===== config.mk =====
export PLATFORM = sky130hd
export DESIGN_NAME = ysyx_23060203_idu_flat
export DESIGN_NICKNAME = d
export VERILOG_FILES = /design/src/rtl/ysyx_23060203_idu_if.sv /design/src/rtl/ysyx_23060203_idu.sv /design/src/flat_wrapper.sv
export SDC_FILE = /design/constraint.sdc
export NUM_CORES = 1
export LEC_CHECK = 0
export BUFFER_PORTS_ARGS = -buffer_cell sky130_fd_sc_hd__buf_2
export CELL_PAD_IN_SITES_DETAIL_PLACEMENT = 0
export CELL_PAD_IN_SITES_GLOBAL_PLACEMENT = 1
export CORE_MARGIN = 4
export CORE_UTILIZATION = 38
export DETAILED_ROUTE_END_ITERATION = 8
export PLACE_DENSITY_LB_ADDON = 0.1
export SLEW_MARGIN = 5
export SYNTH_ARGS = -nofsm -noshare
export SYNTH_HDL_FRONTEND = slang
export SYNTH_SLANG_ARGS = --single-unit

===== constraint.sdc =====
create_clock -name clock -period 5.92 [get_ports clock]
set_clock_uncertainty 0.15 [all_clocks]
set_input_delay 0 -clock clock [delete_from_list [all_inputs] [get_ports clock]]
set_output_delay 0 -clock clock [all_outputs]
set_load 0.02 [all_outputs]

===== src/rtl/ysyx_23060203_idu_if.sv =====
// Decode-stage bus: fetch handshake in, execute handshake out, writeback notify.
`timescale 1ns/1ps
interface ysyx_23060203_idu_if;
  // fetch side
  logic        in_valid;
  logic        in_ready;
  logic [31:0] in_pc;
  logic [31:0] in_inst;
  logic        flush;
  // execute side
  logic        out_valid;
  logic        out_ready;
  logic [31:0] out_pc;
  logic [31:0] out_inst;
  logic [3:0]  out_opc;
  logic [4:0]  out_rs1;
  logic [4:0]  out_rs2;
  logic [4:0]  out_rd;
  logic        out_rd_wen;
  logic [31:0] out_imm;
  logic        out_illegal;
  // writeback side
  logic        wb_valid;
  logic [4:0]  wb_rd;

  // decode stage view
  modport slave (
    input  in_valid, in_pc, in_inst, flush, out_ready, wb_valid, wb_rd,
    output in_ready, out_valid, out_pc, out_inst, out_opc, out_rs1, out_rs2,
           out_rd, out_rd_wen, out_imm, out_illegal
  );

  // surrounding pipeline view
  modport master (
    output in_valid, in_pc, in_inst, flush, out_ready, wb_valid, wb_rd,
    input  in_ready, out_valid, out_pc, out_inst, out_opc, out_rs1, out_rs2,
           out_rd, out_rd_wen, out_imm, out_illegal
  );
endinterface


===== src/rtl/ysyx_23060203_idu.sv =====
// Instruction decode stage: one-entry holding register, combinational decode,
// per-register busy scoreboard with same-cycle writeback bypass.
`timescale 1ns/1ps
module ysyx_23060203_idu #(
  parameter int          NR_REG   = 32,
  parameter logic [31:0] RESET_PC = 32'h0
) (
  input logic                   clock,
  input logic                   reset,
  ysyx_23060203_idu_if.slave    bus
);

  typedef enum logic [3:0] {
    OPC_LUI     = 4'd0,
    OPC_AUIPC   = 4'd1,
    OPC_JAL     = 4'd2,
    OPC_JALR    = 4'd3,
    OPC_BRANCH  = 4'd4,
    OPC_LOAD    = 4'd5,
    OPC_STORE   = 4'd6,
    OPC_OPIMM   = 4'd7,
    OPC_OP      = 4'd8,
    OPC_FENCE   = 4'd9,
    OPC_SYSTEM  = 4'd10,
    OPC_ILLEGAL = 4'd15
  } opc_e;

  typedef enum logic [2:0] {IMM_NONE, IMM_I, IMM_S, IMM_B, IMM_U, IMM_J} imm_fmt_e;

  // Registers 1..NR_REG-1 are tracked; x0 and anything beyond NR_REG never go busy.
  localparam logic [31:0] REG_MASK = (NR_REG >= 32) ? 32'hFFFF_FFFE
                                   : (((32'd1 << NR_REG) - 32'd1) & ~32'd1);

  logic        hold_valid;
  logic [31:0] hold_pc;
  logic [31:0] hold_inst;
  logic [31:0] busy;

  opc_e        opc;
  imm_fmt_e    imm_fmt;
  logic        rs1_used, rs2_used, rd_write;
  logic [31:0] imm;
  logic [4:0]  rs1, rs2, rd;
  logic        rd_wen;
  logic [31:0] busy_eff, busy_set, busy_clr;
  logic        hazard, out_valid, fire, in_ready, capture;

  // Classify the held word and pick its operand/immediate format.
  always_comb begin
    // NOTE: every output gets a default first so no path leaves a value held (no latch).
    opc      = OPC_ILLEGAL;
    imm_fmt  = IMM_NONE;
    rs1_used = 1'b0;
    rs2_used = 1'b0;
    rd_write = 1'b0;
    if (hold_inst[1:0] == 2'b11) begin
      unique case (hold_inst[6:2])
        5'b01101: begin opc = OPC_LUI;    imm_fmt = IMM_U; rd_write = 1'b1; end
        5'b00101: begin opc = OPC_AUIPC;  imm_fmt = IMM_U; rd_write = 1'b1; end
        5'b11011: begin opc = OPC_JAL;    imm_fmt = IMM_J; rd_write = 1'b1; end
        5'b11001: begin opc = OPC_JALR;   imm_fmt = IMM_I; rd_write = 1'b1; rs1_used = 1'b1; end
        5'b11000: begin opc = OPC_BRANCH; imm_fmt = IMM_B; rs1_used = 1'b1; rs2_used = 1'b1; end
        5'b00000: begin opc = OPC_LOAD;   imm_fmt = IMM_I; rd_write = 1'b1; rs1_used = 1'b1; end
        5'b01000: begin opc = OPC_STORE;  imm_fmt = IMM_S; rs1_used = 1'b1; rs2_used = 1'b1; end
        5'b00100: begin opc = OPC_OPIMM;  imm_fmt = IMM_I; rd_write = 1'b1; rs1_used = 1'b1; end
        5'b01100: begin opc = OPC_OP;     rd_write = 1'b1; rs1_used = 1'b1; rs2_used = 1'b1; end
        5'b00011: begin opc = OPC_FENCE; end
        5'b11100: begin
          opc      = OPC_SYSTEM;
          imm_fmt  = IMM_I;
          // CSR ops write rd; register-source forms have funct3[2] clear
          rd_write = (hold_inst[14:12] != 3'b000);
          rs1_used = ~hold_inst[14];
        end
        default: ;
      endcase
    end
  end

  // Sign-extended immediate assembly for the selected format.
  always_comb begin
    imm = 32'd0;
    unique case (imm_fmt)
      IMM_I: imm = {{20{hold_inst[31]}}, hold_inst[31:20]};
      IMM_S: imm = {{20{hold_inst[31]}}, hold_inst[31:25], hold_inst[11:7]};
      IMM_B: imm = {{19{hold_inst[31]}}, hold_inst[31], hold_inst[7],
                    hold_inst[30:25], hold_inst[11:8], 1'b0};
      IMM_U: imm = {hold_inst[31:12], 12'd0};
      IMM_J: imm = {{11{hold_inst[31]}}, hold_inst[31], hold_inst[19:12],
                    hold_inst[20], hold_inst[30:21], 1'b0};
      default: imm = 32'd0;
    endcase
  end

  // Unused operand slots read as x0, which is never busy, so the hazard
  // check needs no separate "used" qualifiers.
  assign rs1    = rs1_used ? hold_inst[19:15] : 5'd0;
  assign rs2    = rs2_used ? hold_inst[24:20] : 5'd0;
  assign rd     = rd_write ? hold_inst[11:7]  : 5'd0;
  assign rd_wen = rd_write & (rd != 5'd0);

  assign busy_clr = bus.wb_valid ? (32'd1 << bus.wb_rd) : 32'd0;
  assign busy_eff = busy & ~busy_clr;
  assign hazard   = busy_eff[rs1] | busy_eff[rs2] | busy_eff[rd];

  assign out_valid = hold_valid & ~hazard & ~bus.flush;
  assign fire      = out_valid & bus.out_ready;
  assign in_ready  = ~hold_valid | fire;
  assign capture   = bus.in_valid & in_ready & ~bus.flush;
  assign busy_set  = (fire & rd_wen) ? (32'd1 << rd) : 32'd0;

  assign bus.in_ready    = in_ready;
  assign bus.out_valid   = out_valid;
  assign bus.out_pc      = hold_pc;
  assign bus.out_inst    = hold_inst;
  assign bus.out_opc     = opc;
  assign bus.out_rs1     = rs1;
  assign bus.out_rs2     = rs2;
  assign bus.out_rd      = rd;
  assign bus.out_rd_wen  = rd_wen;
  assign bus.out_imm     = imm;
  assign bus.out_illegal = (opc == OPC_ILLEGAL);

  // Holding register: flush drops it, capture refills it, issue empties it.
  always_ff @(posedge clock or negedge reset) begin
    if (!reset) begin
      hold_valid <= 1'b0;
      hold_pc    <= RESET_PC;
      hold_inst  <= 32'd0;
    end else begin
      // NOTE: sequential state uses non-blocking assignment so every flop samples pre-edge values.
      if (bus.flush)      hold_valid <= 1'b0;
      else if (capture)   hold_valid <= 1'b1;
      else if (fire)      hold_valid <= 1'b0;
      if (capture) begin
        hold_pc   <= bus.in_pc;
        hold_inst <= bus.in_inst;
      end
    end
  end

  // Busy scoreboard: issue marks rd, writeback releases it; set wins on overlap.
  // Flush leaves it alone since already-issued instructions still retire.
  always_ff @(posedge clock or negedge reset) begin
    if (!reset) begin
      // NOTE: the scoreboard is a plain flop vector and must be reset; a stale busy bit deadlocks issue.
      busy <= 32'd0;
    end else begin
      busy <= ((busy & ~busy_clr) | busy_set) & REG_MASK;
    end
  end

endmodule


===== src/flat_wrapper.sv =====
// flat-port wrapper written by rule: the top's interface ports become plain ports
module ysyx_23060203_idu_flat 
#(
  parameter int          NR_REG   = 32,
  parameter logic [31:0] RESET_PC = 32'h0
)
  (clock, reset, bus_in_valid, bus_in_pc, bus_in_inst, bus_flush, bus_out_ready, bus_wb_valid, bus_wb_rd, bus_in_ready, bus_out_valid, bus_out_pc, bus_out_inst, bus_out_opc, bus_out_rs1, bus_out_rs2, bus_out_rd, bus_out_rd_wen, bus_out_imm, bus_out_illegal);
  ysyx_23060203_idu_if bus_i ();
  input logic clock;
  input logic reset;
  input wire logic [$bits(bus_i.in_valid)-1:0] bus_in_valid;
  input wire logic [$bits(bus_i.in_pc)-1:0] bus_in_pc;
  input wire logic [$bits(bus_i.in_inst)-1:0] bus_in_inst;
  input wire logic [$bits(bus_i.flush)-1:0] bus_flush;
  input wire logic [$bits(bus_i.out_ready)-1:0] bus_out_ready;
  input wire logic [$bits(bus_i.wb_valid)-1:0] bus_wb_valid;
  input wire logic [$bits(bus_i.wb_rd)-1:0] bus_wb_rd;
  output wire logic [$bits(bus_i.in_ready)-1:0] bus_in_ready;
  output wire logic [$bits(bus_i.out_valid)-1:0] bus_out_valid;
  output wire logic [$bits(bus_i.out_pc)-1:0] bus_out_pc;
  output wire logic [$bits(bus_i.out_inst)-1:0] bus_out_inst;
  output wire logic [$bits(bus_i.out_opc)-1:0] bus_out_opc;
  output wire logic [$bits(bus_i.out_rs1)-1:0] bus_out_rs1;
  output wire logic [$bits(bus_i.out_rs2)-1:0] bus_out_rs2;
  output wire logic [$bits(bus_i.out_rd)-1:0] bus_out_rd;
  output wire logic [$bits(bus_i.out_rd_wen)-1:0] bus_out_rd_wen;
  output wire logic [$bits(bus_i.out_imm)-1:0] bus_out_imm;
  output wire logic [$bits(bus_i.out_illegal)-1:0] bus_out_illegal;
  assign bus_i.in_valid = bus_in_valid;
  assign bus_i.in_pc = bus_in_pc;
  assign bus_i.in_inst = bus_in_inst;
  assign bus_i.flush = bus_flush;
  assign bus_i.out_ready = bus_out_ready;
  assign bus_i.wb_valid = bus_wb_valid;
  assign bus_i.wb_rd = bus_wb_rd;
  assign bus_in_ready = bus_i.in_ready;
  assign bus_out_valid = bus_i.out_valid;
  assign bus_out_pc = bus_i.out_pc;
  assign bus_out_inst = bus_i.out_inst;
  assign bus_out_opc = bus_i.out_opc;
  assign bus_out_rs1 = bus_i.out_rs1;
  assign bus_out_rs2 = bus_i.out_rs2;
  assign bus_out_rd = bus_i.out_rd;
  assign bus_out_rd_wen = bus_i.out_rd_wen;
  assign bus_out_imm = bus_i.out_imm;
  assign bus_out_illegal = bus_i.out_illegal;
  ysyx_23060203_idu #(.NR_REG(NR_REG), .RESET_PC(RESET_PC)) u_core (.clock(clock), .reset(reset), .bus(bus_i));
endmodule

==> summary.md <==
| Metric | Value |
|---|---|
| Status | `completed` |
| Endpoints failing hold | `0` |
| CTS max path bufs | `2` |
| Crit path largest cell delay | `0.68 ns` |
| Overflow left after global routing | `0` |
| Core area | `about 0.014 mm2` |
| Mean Syn Cell Area | `just over 10 um2` |
| Mapped cell area | `0.00561 mm2` |
| R2R Setup Slk | `1.49 ns` |
| Minimum clock period | `roughly 4.4 ns` |
| Worst slew pin tran | `between 0.9 and 1 ns` |
| Flops & latches, synth | `96` |
| Post-Synth Simple-Gate Area | `13.7%` |
| Synth Area in Compound Gates | `21.0%` |
| Cell-internal power | `0.00132 W` |
| DRT Pass-1 Iters | `5` |
| Via total after detailed routing | `around 5600` |
| P per Cell Area | `about 280 mW/mm2` |
| Cells after synthesis | `~550` |
| NetSw | `roughly 0.00083 W` |
| Share of cells above drive strength 1 | `a little over a third` |
| Top cells by area, synth | `dfrtp_1 43%, mux2_2 8.4%, o21ai_0 6.8%` |
| Die Area | `around 0.017 mm2` |
| CP startpoint | `u_core.bus.out_inst[3]$_DFFE_PN0P_` |
| Kind of cell adding the most delay to the critical path | `simple AND/OR/NAND/NOR gates` |
| Width of the die | `around 130 um` |
| Hold Crit Class | `in2async` |
| Max Fclk | `0.226 GHz` |
| Cell with the most instances after synthesis | `dfrtp_1` |
| Synth Flop Type | `dfrtp_1` |
| CTS Sinks | `96` |
| Critical path's most frequent cell | `or2_2` |
| EDFF count, synth | `0` |
| Worst Hold Slack | `about 0.037 ns` |
| Synth area leader | `dfrtp_1` |
| Antenna diode count | `0` |
| Worst skew pair latency | `approximately 0.35 ns` |
| Initial antenna violation count | `0` |
| Largest family of logic cells by synthesized area | `compound AO/OA/AOI/OAI gates` |
| Largest fanout on the critical path | `64` |
| Syn-to-layout area delta | `35.3%` |
| Setup TNS | `0 ns` |
| Final slew viol count | `0` |
| Top cell type's share of synthesized area | `between 40% and 50%` |
| Gate power share | `between 30 and 40%` |
| CP Cell Sequence | `or2_2 > a211oi_1 > or2_2 > mux2i_1 > o2111ai_1 > and4b_1 > nand4_2 > a211oi_4 > buf_4 > mux2_2` |
| Gates resized, CTS repair | `0` |
| Num rows | `between 40 and 50` |
| Unrepaired setup endpoints after global routing | `false` |
| Die height | `129 um` |
| Sw Ratio | `between 30 and 40%` |
| Startpoint Class | `register` |
| Adder-Cell Fraction of Synth Area | `0%` |
| Worst IR Drop VDD | `between 0.00015 and 0.0002 V` |
| Synth Net Count | `between 600 and 700` |
| CTS Buf Count | `9` |
| Reg2reg end | `u_core.bus.out_inst[2]$_DFFE_PN0P_` |
| Worst r2r src | `u_core.bus.out_inst[3]$_DFFE_PN0P_` |
| DRT antenna net count | `0` |
| Synth async-reset ratio | `100%` |
| # nets final | `approximately 860` |
| Buf+Inv Stages, Crit Path | `1` |
| Reg2Reg Depth | `10` |
| Post-DR wirelength/cell | `between 20 and 25 um` |
| Leakage | `around 3.6 nW` |
| Seq/Total Area, Yosys | `42.8%` |
| IO buf count | `a little under 200` |
| Residual DRC | `0` |
| Multiplexer share of the synthesized area | `between 10% and 20%` |
| CP required | `approximately 6.0 ns` |
| CP max-delay cell | `buf_4` |
| I/O pin count | `between 150 and 200` |
| H-tree depth | `3` |
| Most common library cells after synthesis | `96 x dfrtp_1, 76 x o21ai_0, 42 x mux2_2, 29 x clkbuf_1, 26 x nand2_1` |
| Hold buffers post-CTS | `between 60 and 70` |
| Crit path capture type | `register` |
| Iteration-0 DRC Markers | `between 400 and 500` |
| Sequential power share | `around 42%` |
| Initial core utilization | `38.7%` |
| CP Data Arrival Time | `between 4 and 5 ns` |
| Setup Fix Bufs, Post-CTS | `0` |
| Global-route wire length before repair | `approximately 32 mm` |
| Final WL | `a little over 20 mm` |
| Clock root buffer | `clkbuf_16` |
| Synth Area in XOR/XNOR | `0%` |
| Synth warn | `0` |
| CP Class | `reg2reg` |
| Clk pin slew, worst setup/hold paths | `about 0.070 ns` |
| Count of cell types in the netlist | `68` |
| Pwr Total | `~0.0021 W` |
| RePlAce Congestion | `0.944` |
| Endpoints failing setup | `0` |
| Max_cap viols | `0` |
| Number of global-route vias before repair | `between 5000 and 6000` |
| CTS tree | `built` |
| Clk pwr share | `26.5%` |
| GRT Overall Usage | `roughly 25%` |
| Maximum number of pins on one net before global-route repair | `65` |
| Period utilization | `74.8%` |
| Vias/cell | `between 5 and 6` |
| Final HPWL from detailed placement | `about 15 mm` |
| Worst slew margin | `around two fifths` |
==> cell usage in the layout (no fill, tap or decap), types with 9 or more instances in the layout <==
| master | instances |
|---|---|
| dfrtp_1 | 96 |
| nor2_1 | 22 |
| mux4_2 | 9 |
| buf_2 | 192 |
| mux2_2 | 42 |
| nand2_1 | 26 |
| a21oi_1 | 10 |
| clkbuf_16 | 9 |
| nand2b_1 | 9 |
| inv_1 | 19 |
| o21ai_0 | 76 |
| mux2_1 | 25 |
| nor2b_1 | 10 |
| nor3_1 | 9 |
| o211ai_1 | 13 |
| dlygate4sd3_1 | 67 |
| nand3_1 | 10 |
| a21o_1 | 21 |
==> state kept, by name, indices dropped and copies added, names as in the netlist <==
register / cells
u_core.bus.out_pc: 32
u_core.busy: 31
u_core.hold_valid: 1
u_core.bus.out_inst: 32
==> stage by stage <==
stage | util, % | std cells | cell area [um2] | setup WS, ns
2_1_floorplan | - | 547 | 5610 | 2.32
3_3_place_gp | 45.8 | 887 | 6630 | 1.61
3_5_place_dp | 45.8 | 887 | 6630 | 1.57
4_1_cts | 52.4 | 970 | 7590 | 1.56
5_1_grt | 52.4 | 970 | 7590 | 1.27
6_report | 52.4 | 970 | 7590 | 1.49
==> final cells by class <==
cell class              count  area [um2]
clock buffers               9         225
clock inverters             7        61.3
fillers                  1322        6890
inverters                  20        75.1
multi-input cells         391        2930
flip-flops and latches     96        2400
well taps                 184         230
repair buffers            263        1660
==> kinds of logic after synthesis <==
family / after synthesis
compound gates: 178
simple gates: 134
flops: 96
mux: 79
buf+inv: 60
==> how the worst max path moves through the flow <==
stage / endpoint / slack (ns) / depth (start not counted)
after floorplan: u_core.bus.out_inst[10]$_DFFE_PN0P_ / 2.32 / 11
after global placement: u_core.bus.out_inst[10]$_DFFE_PN0P_ / 1.61 / 10
after detailed placement: u_core.bus.out_inst[2]$_DFFE_PN0P_ / 1.57 / 10
after CTS: u_core.bus.out_inst[2]$_DFFE_PN0P_ / 1.56 / 10
after global routing: u_core.bus.out_pc[24]$_DFFE_PN0P_ / 1.27 / 10
final: u_core.bus.out_inst[2]$_DFFE_PN0P_ / 1.49 / 10
==> per-layer routing <==
metal | up-vias | global-route usage (%) | routed length [um]
met2 | 277 | 39.6 | 9780
met5 | - | 0 | 0
met1 | 2779 | 32.8 | 8610
met4 | 0 | 8.50 | 503
li1 | 2540 | - | -
met3 | 36 | 6.10 | 1730
==> worst register-to-register path: stages (launching register included) <==
cell	delay, ns
dfrtp_1	0.58
or2_2	0.41
a211oi_1	0.57
or2_2	0.30
mux2i_1	0.09
o2111ai_1	0.30
and4b_1	0.29
nand4_2	0.21
a211oi_4	0.28
buf_4	0.68
mux2_2	0.47
==> power groups by stage <==
stage | sequential (W) | clock [W] | combinational [W]
detailed placement | 0.000915 | 0 | 0.000635
global route | 0.000926 | 0.000606 | 0.000722
CTS | 0.000904 | 0.000585 | 0.000670
global placement | 0.000912 | 0 | 0.000633
finish | 0.000907 | 0.000569 | 0.000670
floorplan | 0.000931 | 0 | 0.000356
Note: power is estimated with default switching activity, not from simulation.
